--- config.mk ---
export PLATFORM = sky130hd
export DESIGN_NAME = seg_scan_driver
export DESIGN_NICKNAME = d
export VERILOG_FILES = /design/src/rtl/seg_pkg.sv /design/src/rtl/seg_decoder.sv /design/src/rtl/seg_scan_driver.sv
export SDC_FILE = /design/constraint.sdc
export NUM_CORES = 1
export LEC_CHECK = 0
export CAP_MARGIN = 30
export CORE_MARGIN = 4
export CORE_UTILIZATION = 53
export CTS_CLUSTER_DIAMETER = 80
export CTS_CLUSTER_SIZE = 20
export DETAILED_ROUTE_END_ITERATION = 8
export PLACE_DENSITY = 0.78
export SYNTH_ARGS = -nofsm -noshare
export SYNTH_HDL_FRONTEND = slang
export SYNTH_SLANG_ARGS = --single-unit
--- constraint.sdc ---
create_clock -name input_clk -period 2.96 [get_ports input_clk]
set_input_delay 0.444 -clock input_clk [delete_from_list [all_inputs] [get_ports input_clk]]
set_output_delay 0.444 -clock input_clk [all_outputs]
set_load 0.005 [all_outputs]
--- src/rtl/seg_pkg.sv ---
// Shared codes, slot indices and active-low segment patterns for the
// seven-segment display blocks.
package seg_pkg;

    typedef logic [4:0] code_t;
    typedef logic [6:0] seg_t;

    localparam code_t CODE_BLANK = 5'b11111;
    localparam code_t CODE_MINUS = 5'b10001;

    localparam logic [2:0] SLOT_SIGN  = 3'd0;
    localparam logic [2:0] SLOT_H_MIN = 3'd1;
    localparam logic [2:0] SLOT_L_MIN = 3'd2;
    localparam logic [2:0] SLOT_H_SEC = 3'd3;
    localparam logic [2:0] SLOT_L_SEC = 3'd4;
    localparam int         NUM_SLOTS  = 5;

    // Segment order is {g,f,e,d,c,b,a}, a lit segment is 0.
    localparam seg_t SEG_0     = 7'b1000000;
    localparam seg_t SEG_1     = 7'b1111001;
    localparam seg_t SEG_2     = 7'b0100100;
    localparam seg_t SEG_3     = 7'b0110000;
    localparam seg_t SEG_4     = 7'b0011001;
    localparam seg_t SEG_5     = 7'b0010010;
    localparam seg_t SEG_6     = 7'b0000010;
    localparam seg_t SEG_7     = 7'b1111000;
    localparam seg_t SEG_8     = 7'b0000000;
    localparam seg_t SEG_9     = 7'b0010000;
    localparam seg_t SEG_MINUS = 7'b0111111;
    localparam seg_t SEG_BLANK = 7'b1111111;
    localparam seg_t SEG_E     = 7'b0000110;

    localparam logic [4:0] DIG_NONE = 5'b11111;

    function automatic logic [4:0] slot_enable_n(input logic [2:0] slot);
        logic [4:0] one;
        one = 5'b00001;
        return ~(one << slot);
    endfunction

endpackage

--- src/rtl/seg_decoder.sv ---
// Combinational 5-bit display code to active-low seven-segment pattern.
// Codes outside 0..9, minus and blank render as 'E'.
module seg_decoder
    import seg_pkg::*;
(
    input  logic [4:0] code,
    output logic [6:0] seg
);

    always_comb begin
        seg = SEG_E;
        case (code)
            5'd0:       seg = SEG_0;
            5'd1:       seg = SEG_1;
            5'd2:       seg = SEG_2;
            5'd3:       seg = SEG_3;
            5'd4:       seg = SEG_4;
            5'd5:       seg = SEG_5;
            5'd6:       seg = SEG_6;
            5'd7:       seg = SEG_7;
            5'd8:       seg = SEG_8;
            5'd9:       seg = SEG_9;
            CODE_MINUS: seg = SEG_MINUS;
            CODE_BLANK: seg = SEG_BLANK;
            default:    seg = SEG_E;
        endcase
    end

endmodule

--- src/rtl/seg_scan_driver.sv ---
// Five-digit multiplexed display scanner for the countdown timer: frame-
// coherent input snapshot, per-slot dead time, and a blinking separator in overtime.
module seg_scan_driver
    import seg_pkg::*;
#(
    parameter int SCAN_DIV     = 1000,
    parameter int BLINK_FRAMES = 50
) (
    input  logic       input_clk,
    input  logic       reset,
    input  logic [4:0] in_sign,
    input  logic [4:0] in_H_min,
    input  logic [4:0] in_L_min,
    input  logic [4:0] in_H_sec,
    input  logic [4:0] in_L_sec,
    output logic [7:0] seg_n,
    output logic [4:0] dig_n
);

    localparam int SW = $clog2(SCAN_DIV);
    localparam int BW = (BLINK_FRAMES > 1) ? $clog2(BLINK_FRAMES) : 1;
    localparam logic [SW-1:0] SCAN_LAST  = SW'(SCAN_DIV - 1);
    localparam logic [BW-1:0] BLINK_LAST = BW'(BLINK_FRAMES - 1);

    logic [SW-1:0] scan_cnt;
    logic [2:0]    pos;
    logic [BW-1:0] blink_cnt;
    logic          blink_phase;

    logic [4:0] snap_sign;
    logic [4:0] snap_h_min;
    logic [4:0] snap_l_min;
    logic [4:0] snap_h_sec;
    logic [4:0] snap_l_sec;

    logic       slot_end;
    logic       frame_end;
    logic [4:0] cur_code;
    logic [6:0] cur_seg;
    logic       dp_n;

    assign slot_end  = (scan_cnt == SCAN_LAST);
    assign frame_end = slot_end && (pos == SLOT_L_SEC);

    always_ff @(posedge input_clk) begin
        if (reset) begin
            scan_cnt <= '0;
            pos      <= SLOT_SIGN;
        end else if (slot_end) begin
            scan_cnt <= '0;
            pos      <= (pos == SLOT_L_SEC) ? SLOT_SIGN : pos + 3'd1;
        end else begin
            scan_cnt <= scan_cnt + SW'(1);
        end
    end

    // Blink timing runs off frame completions whatever the sign shows.
    always_ff @(posedge input_clk) begin
        if (reset) begin
            blink_cnt   <= '0;
            blink_phase <= 1'b0;
        end else if (frame_end) begin
            if (blink_cnt == BLINK_LAST) begin
                blink_cnt   <= '0;
                blink_phase <= ~blink_phase;
            end else begin
                blink_cnt <= blink_cnt + BW'(1);
            end
        end
    end

    // Inputs are sampled only on the last cycle of a frame so a frame never
    // mixes old and new timer values.
    always_ff @(posedge input_clk) begin
        if (reset) begin
            snap_sign  <= CODE_BLANK;
            snap_h_min <= CODE_BLANK;
            snap_l_min <= CODE_BLANK;
            snap_h_sec <= CODE_BLANK;
            snap_l_sec <= CODE_BLANK;
        end else if (frame_end) begin
            snap_sign  <= in_sign;
            snap_h_min <= in_H_min;
            snap_l_min <= in_L_min;
            snap_h_sec <= in_H_sec;
            snap_l_sec <= in_L_sec;
        end
    end

    always_comb begin
        cur_code = CODE_BLANK;
        case (pos)
            SLOT_SIGN:  cur_code = snap_sign;
            SLOT_H_MIN: cur_code = snap_h_min;
            SLOT_L_MIN: cur_code = snap_l_min;
            SLOT_H_SEC: cur_code = snap_h_sec;
            SLOT_L_SEC: cur_code = snap_l_sec;
            default:    cur_code = CODE_BLANK;
        endcase
    end

    seg_decoder u_decoder (
        .code (cur_code),
        .seg  (cur_seg)
    );

    // Separator follows the L_min digit; in overtime it blinks with blink_phase.
    always_comb begin
        dp_n = 1'b1;
        if (pos == SLOT_L_MIN) begin
            if (snap_sign != CODE_MINUS)
                dp_n = 1'b0;
            else
                dp_n = ~blink_phase;
        end
    end

    // First cycle of every slot is dark to avoid ghosting while digits switch.
    always_ff @(posedge input_clk) begin
        if (reset) begin
            seg_n <= 8'hFF;
            dig_n <= DIG_NONE;
        end else if (scan_cnt == '0) begin
            seg_n <= 8'hFF;
            dig_n <= DIG_NONE;
        end else begin
            seg_n <= {dp_n, cur_seg};
            dig_n <= slot_enable_n(pos);
        end
    end

endmodule

# == Word-level counts from Yosys, hierarchy flattened ==
# Memory sizes are Yosys's and may differ from the RTL's. A register that Yosys moved wholly into a read port is not among the register bits.
# Cells that the tools add are included.
# totals
reg_bits,51
romBits,224
inputBits,27
output_inout_bits,13
elab_cells,37
memories,1
# op_classes
add_sub_neg,3
n_eq_ne,7
shift,1
muxes,4
n_bitwise,3
n_reduce_logical,7
# memory_table
name,depth,width,read_ports,rd_clocked_by_memory_dff,write_ports,line,source
(no name shown),32,7,1,1,0,seg_decoder.sv:12,case (code)
# ops
op,n
$pmux W5 S5,1
$add A10 B1 Y10 const B,1
$eq A10 B10 Y1 const B,1
$logic_not A10 Y1,1
$add A6 B1 Y6 const B,1
$eq A3 B2 Y1 const B,2
$eq A6 B6 Y1 const B,1
$mux W6,1
$ne A5 B5 Y1 const B,1
$not A5 Y5,1
$shl A1 B3 Y5 const A,1
$reduce_or A2 Y1,2
$add A3 B1 Y3 const B,1
$eq A3 B1 Y1 const B,1
$eq A3 B3 Y1 const B,1
$logic_not A3 Y1,1
$mux W3,1
$reduce_or A3 Y1,1
$not A1 Y1,2
$reduce_and A2 Y1,1
$logic_and A1 B1 Y1,1
$mux W1,1

# == Logic depth before layout (Yosys ltp) ==
# Gate-level depths: netlist of run 1.
# logic_depth
word_depth,3
ltp_mapped,12
ltp_nobuf,11

# == Cells and area by module ==
# From an unflattened synthesis of run 1, not the netlist that was laid out.
# unflattened
hier_cells,320
hier_area_um2,2631.3
# modules_own_cells
module,instances,cells_each,area_each_um2,seq_area_each_um2
seg_scan_driver,1,283,2376.0,1161.1
seg_decoder,1,37,255.2,0.0

# == Worst setup path after synthesis of run 1 ==
# OpenSTA, ideal clock, no wires.
# synth_path
path_kind,input to register
from,input port pos[0]
to,register seg_n[4]
setup_ns,0.134
arrival_ns,2.438
required_time_ns,2.826
path_slack_ns,0.389
path_stages,12
path_buffers,1
cell_sequence,dfxtp_1 inv_1 ha_1 buf_6 a222oi_1 o21ai_0 a211oi_1 inv_2 ha_1 and2_4 a221oi_4 o211ai_2
# synth_between
elab_chain_len,2
word_cells_on_any_way,6
cone_classes,eq/ne: 4; mux: 1; reduce/logical: 1
# synth_rtl
item,line,source
from (decl),seg_scan_driver.sv:26,logic [2:0] pos;
"$eq A3 B3 Y1, or another cell as far along",seg_scan_driver.sv:92,case (pos)
$pmux W5 S5 (*),seg_scan_driver.sv:92,
to (decl),seg_scan_driver.sv:16,"output logic [7:0] seg_n,"
# Mark *: on every way between the ends. The rest lies on a longest branch, timed or not.
# A chain may end at the register's enable or synchronous reset.

# == Worst setup path after layout of run 1 ==
# layout_path
from,input port pos[0]
to,register seg_n[3]
# The elaborated chain is that of the path after synthesis.

==> results of run 1 <==
[flip-flops by register name, summed over array words and instances (netlist names)]
signal and count:
snap_l_min 5, snap_l_sec 5, blink_phase 1, snap_h_sec 5, blink_cnt 6, snap_h_min 5, dig_n 5, pos 3
snap_sign 5, seg_n 8, scan_cnt 10
[layout by cell type, fill, tap and decap left out, types with 2 or more instances in the layout]
cell,n
nor4_1,2
a211oi_1,3
ha_1,14
xnor2_1,8
inv_1,11
and3_1,3
dfxtp_1,58
clkdlybuf4s50_1,39
clkbuf_1,2
nor2_1,31
clkbuf_8,10
and2_4,2
or2_1,2
nand3_1,9
o21ai_1,3
clkinv_2,2
buf_4,6
nand4_1,4
o21ai_0,4
nand2_1,68
mux2i_1,2
nand2b_1,2
a21oi_1,5
or3_1,2
a211oi_4,2
nor3_1,3
xor2_1,7
nand3b_1,25
a222oi_1,4
[cell type report]
type	instances	area, µm²	area share (%)
Multi-Input combinational cell	221	1380	41.94
Inverter	12	45.04	1.369
Timing Repair Buffer	45	435.4	13.23
Clock buffer	12	145.1	4.411
Clock inverter	3	40.04	1.217
Tap cell	67	83.83	2.548
Sequential cell	58	1161	35.29
[stage by stage]
stage               total power [mW]  worst slack (ns)  util (%)  area, µm²
finish                         1.556            0.2608     68.76       3291
global placement              0.8761            0.3936     64.73       3098
CTS                            1.570            0.2078     68.60       3283
floorplan                     0.8322            0.3887         -       2661
global route                   1.610           0.05841     68.76       3291
detailed placement            0.8763            0.2769     64.73       3098
[metal layers]
| metal | share of wire [%] | GRT usage, % | vias to the layer above |
|---|---|---|---|
| li1 | - | - | 1109 |
| met1 | 44 | 23.68 | 1000 |
| met2 | 48 | 32.09 | 57 |
| met3 | 5.8 | 4.762 | 13 |
| met4 | 2.1 | 11.86 | 0 |
| met5 | 0 | 0 | - |
[power groups by stage]
stage | sequential [mW] | clock [mW] | combinational [mW]
6_report | 0.789 | 0.696 | 0.0699
2_1_floorplan | 0.806 | 0 | 0.0262
4_1_cts | 0.789 | 0.710 | 0.0701
3_3_place_gp | 0.806 | 0 | 0.0698
3_5_place_dp | 0.806 | 0 | 0.0698
5_1_grt | 0.789 | 0.745 | 0.0759
[Yosys cell counts (3+ instances only)]
cell	count
nand2_1	68
dfxtp_1	58
nor2_1	31
nand3b_1	25
ha_1	14
inv_1	11
clkbuf_1	10
nand3_1	9
xnor2_1	8
xor2_1	7
a21oi_1	5
a222oi_1	4
nand4_1	4
o21ai_0	4
a211oi_1	3
and3_1	3
buf_2	3
nor3_1	3
o21ai_1	3
[final timing paths]
kind | start | to
worst max register to register | pos[0]$_SDFFE_PP0N_ | seg_n[3]$_SDFF_PP1_
worst min-delay path | scan_cnt[0]$_SDFF_PP0_ | scan_cnt[0]$_SDFF_PP0_
worst max-delay path | pos[0]$_SDFFE_PP0N_ | seg_n[3]$_SDFF_PP1_
worst min register to register | scan_cnt[0]$_SDFF_PP0_ | scan_cnt[0]$_SDFF_PP0_
[logic make-up (layout without fill, tap and decap cells)]
kind of cell	after synthesis	in the layout	share of synthesized area, %
adder cells (fa/ha/maj)	14	14	6.582
AND/OR/NAND/NOR	159	159	29.34
XOR/XNOR	15	15	4.937
multiplexers	3	3	1.175
buffers and inverters	29	72	4.795
flip-flops	58	58	43.63
AO/OA/AOI/OAI	30	30	9.544
[repair_timing]
action	in CTS	in global routing
endpoints found under the hold margin	0	0
gates resized for setup	0	1
setup endpoints to repair	0	3
[critical path, stage by stage (launching register included)]
cell and delay [ns]:
dfxtp_1 0.39, inv_1 0.09, ha_1 0.34, a222oi_1 0.41, o21ai_0 0.14, a211oi_1 0.18
buf_4 0.17, inv_2 0.05, ha_1 0.19, and2_4 0.15, a221oi_4 0.32, o21ai_1 0.13
==> results.txt, run 1 <==
Via Count -> 2179
crit path kind -> reg2reg
worst-case clock buffer depth -> 2
post-synth cell types -> 46
share of cells above drive strength 1 -> 8.262%
dominant cell type by area after synthesis -> dfxtp_1
WP data required -> 3.16 ns
remaining antenna violation count after routing -> 0
CP Launch Type -> flip-flop
Die ar. -> 6219 µm²
Hold Crit Class -> reg2reg
drt total wl -> 5.565 mm
Core Box Area -> 4786 µm²
top-level I/O count -> 40
Pwr Density -> 472.7 nW/µm²
Psw -> 0.3207 mW
post-CTS setup buffers -> 0
worst clock skew -> 0.003907 ns
largest fanout on the critical path -> 10
relative slew slack -> 62.71%
main area contributors after synthesis -> dfxtp_1 44%, nand2_1 9.6%, nand3b_1 7.1%, ha_1 6.6%, nor2_1 4.4%
gr ovfl total -> 0
hpwl dp -> 3.974 mm
ant diodes -> 0
switch share -> 20.61%
number of synthesized flops with an enable pin -> 0
actual slew at the worst max-slew pin -> 0.5594 ns
setup TNS -> 0 ns
CTS tree -> built
# fillers -> 374
Post-Synthesis Cells -> 308
Finished Layout Cells -> 418
number of port buffers -> 39
CTS buffer count -> 9
1st-iter DRT viols -> 162
synthesized area per cell -> 8.641 µm²
status -> finished clean
Syn. warnings -> 0
highest clock rate -> 0.3705 GHz
R2R depth -> 11
post-layout min period -> 2.699 ns
Area Growth Syn to Fin -> 23.65%
gr usage total -> 19.77%
vias in the first global route -> 2087
Starting Density -> 55.61%
die extent in y -> 78.86 µm
Arr. time, crit path -> 2.90 ns
async set or reset register ratio after synthesis -> 0%
Nets -> 388
1st-pass router iterations -> 4
GPL Wtd Cong -> 0.8717
#FFs+latches synth -> 58
Remaining DRCs -> 0
CP Capture Type -> flip-flop
Vias/cell -> 5.213
Routed WL per cell -> 13.31 µm
first-pass GRT wire length -> 9.528 mm
Clock Latency Late Sink -> 0.33 ns
Comb pwr share -> 4.5%
Final Max Slew Viols -> 0
Die Wd -> 78.86 µm
# placed instances -> 403
max-cap viol count -> 0
top_reg_cell synth -> dfxtp_1
VDD IR max -> 291.3 µV
CTS clk-pin slew, worst paths -> 0.06 ns
final setup violation count -> 0
crit share post-route -> 91.19%
CTS root buffer -> clkbuf_8
Leak -> 1.333 nW
CTS H-Tree Depth -> 3
post-synth top area share -> 43.63%
Cell Rows -> 25
syn_nets -> 349
hold buffer count at CTS -> 0
post-synthesis sequential area ratio -> 43.63%
unrepaired setup endpoints after global routing -> false
Mapped Area -> 2661 µm²
initial antenna violation count -> 0
largest net degree at the start of global routing -> 33
r2r setup slk -> 0.26 ns
Hold Vio Cnt, Final -> 0
part of the power in the clock network -> 44.8%
total internal power -> 1.235 mW
Hold Path Depth -> 1
Sinks on Clock Net -> 58
Final Hold Slack -> 0.4656 ns
sequential power share -> 50.7%
(Power assumes the default switching activity.)
==> run 2, diff against run 1 <==
- CORE_ASPECT_RATIO: not set -> 2
- TNS_END_PERCENT: not set -> 100
==> results.txt, run 2 (synthesis gave the netlist of run 1 again) <==
gr ovfl total -> 0
commonest cells after routing, fill and taps aside -> 68 x nand2_1, 58 x dfxtp_1, 39 x clkdlybuf4s50_1
status -> finished clean
worst setup margin -> 0.2280 ns
Top Registers -> scan_cnt: 10 flops, seg_n: 8 flops, blink_cnt: 6 flops
# placed instances -> 393
GPL Wtd Cong -> 0.9006
largest net degree at the start of global routing -> 33
CP Launch Type -> flip-flop
Hold Vio Cnt, Final -> 0
remaining antenna violation count after routing -> 0
CTS clk-pin slew, worst paths -> 0.06 ns
number of port buffers -> 39
first-pass GRT wire length -> 10.17 mm
post-route cell area -> 3337 µm²
Top reg by flops -> scan_cnt
Final Max Slew Viols -> 0
unrepaired setup endpoints after global routing -> false
Starting Density -> 54.71%
VDD IR max -> 552.1 µV
CTS root buffer -> clkbuf_8
top-level I/O count -> 40
share of cells above drive strength 1 -> 9.091%
Die Wd -> 58.11 µm
Finished Layout Cells -> 409
r2r endpoint -> seg_n[3]$_SDFF_PP1_
max FFs per register -> 10
Leak -> 1.368 nW
crit path kind -> reg2reg
Hold Crit Endpoint -> snap_l_min[0]$_SDFFE_PP1P_
CTS H-Tree Depth -> 3
worst clock skew -> 0.01075 ns
Routed WL per cell -> 15.27 µm
most common cell after layout, fill and taps aside -> nand2_1
Post-DP Area -> 3085 µm²
actual slew at the worst max-slew pin -> 0.5919 ns
initial antenna violation count -> 0
worst r2r src -> pos[0]$_SDFFE_PP0N_
r2r setup slk -> 0.23 ns
post-CTS setup buffers -> 0
ant diodes -> 0
max-cap viol count -> 0
CTS tree -> built
Setup Slack @ Placement -> 0.2607 ns
Sinks on Clock Net -> 58
worst-case clock buffer depth -> 2
setup TNS -> 0 ns
R2R depth -> 11
Area Growth Syn to Fin -> 25.39%
largest fanout on the critical path -> 8
Die ar. -> 6288 µm²
drt total wl -> 6.244 mm
hold buffer count at CTS -> 0
1st-iter DRT viols -> 106
crit share post-route -> 92.30%
Hold Crit Class -> reg2reg
Cell Rows -> 36
Via Count -> 2254
gr usage total -> 21.78%
Tot Pwr -> 1.776 mW
Pwr Density -> 532.3 nW/µm²
Nets -> 388
die extent in y -> 108.2 µm
final setup violation count -> 0
Clock Latency Late Sink -> 0.34 ns
Remaining DRCs -> 0
min-delay src -> snap_l_min[0]$_SDFFE_PP1P_
Hold Path Depth -> 2
vias in the first global route -> 2269
CP Capture Type -> flip-flop
1st-pass router iterations -> 4
CTS buffer count -> 9
Vias/cell -> 5.511
# fillers -> 404
highest clock rate -> 0.3660 GHz
Resized Gates After CTS -> 0
Arr. time, crit path -> 2.94 ns
relative slew slack -> 60.54%
Core Box Area -> 4865 µm²
WP data required -> 3.17 ns
hpwl dp -> 4.730 mm
post-layout min period -> 2.732 ns
run 2: cell count changes in the layout (fill, tap and decap cells not counted), sizes merged:
cell	delta
bufinv	+2
clkbuf	-1
run 2: critical path, cell delays in order, from the launching register on:
cell      delay, ns
dfxtp_1        0.40
inv_1          0.09
ha_1           0.28
or2_1          0.25
a211oi_2       0.47
a211oi_1       0.14
buf_4          0.18
ha_1           0.20
inv_1          0.05
nor2_1         0.08
a221oi_4       0.35
o21ai_1        0.11
run 2: worst max path at each step:
| stage | startpoint | endpoint | slack (ns) | depth (start not counted) |
|---|---|---|---|---|
| 2_1_floorplan | pos[0]$_SDFFE_PP0N_ | seg_n[4]$_SDFF_PP1_ | 0.39 | 11 |
| 3_3_place_gp | pos[0]$_SDFFE_PP0N_ | seg_n[4]$_SDFF_PP1_ | 0.37 | 11 |
| 3_5_place_dp | pos[0]$_SDFFE_PP0N_ | seg_n[4]$_SDFF_PP1_ | 0.26 | 11 |
| 4_1_cts | pos[0]$_SDFFE_PP0N_ | seg_n[3]$_SDFF_PP1_ | 0.26 | 11 |
| 5_1_grt | pos[0]$_SDFFE_PP0N_ | seg_n[3]$_SDFF_PP1_ | 0.06 | 11 |
| 6_report | pos[0]$_SDFFE_PP0N_ | seg_n[3]$_SDFF_PP1_ | 0.23 | 11 |
run 2: cell type report:
type / count / area [µm²] / share of cell area (%)
inverter: 12 / 45.04 / 1.350
multi-input combinational: 221 / 1373 / 41.13
clock inverter: 5 / 100.1 / 3.000
tap: 57 / 71.32 / 2.137
clock buffer: 11 / 151.4 / 4.537
sequential: 58 / 1161 / 34.80
timing repair buffer: 45 / 435.4 / 13.05
run 2: where the power goes:
group | leakage (nW) | switching (mW) | internal [mW]
clock network | 0.129 | 0.314 | 0.602
registers | 0.470 | 0.00377 | 0.785
logic | 0.769 | 0.0261 | 0.0449
total | 1.37 | 0.344 | 1.43
run 2: per-layer routing:
layer,part of all wire [%],up-vias,track usage (%)
met3,3.2,30,5.137
li1,-,1109,-
met4,6.7,0,17.58
met5,0,-,0
met1,36,1058,20.59
met2,54,57,38.35
run 2: stage by stage:
stage,hold slack [ns],util [%]
6_report,0.4716,68.60
5_1_grt,0.5018,68.60
4_1_cts,0.4766,68.60
3_5_place_dp,0.4641,63.43
3_3_place_gp,0.4419,63.43
2_1_floorplan,0.4300,-
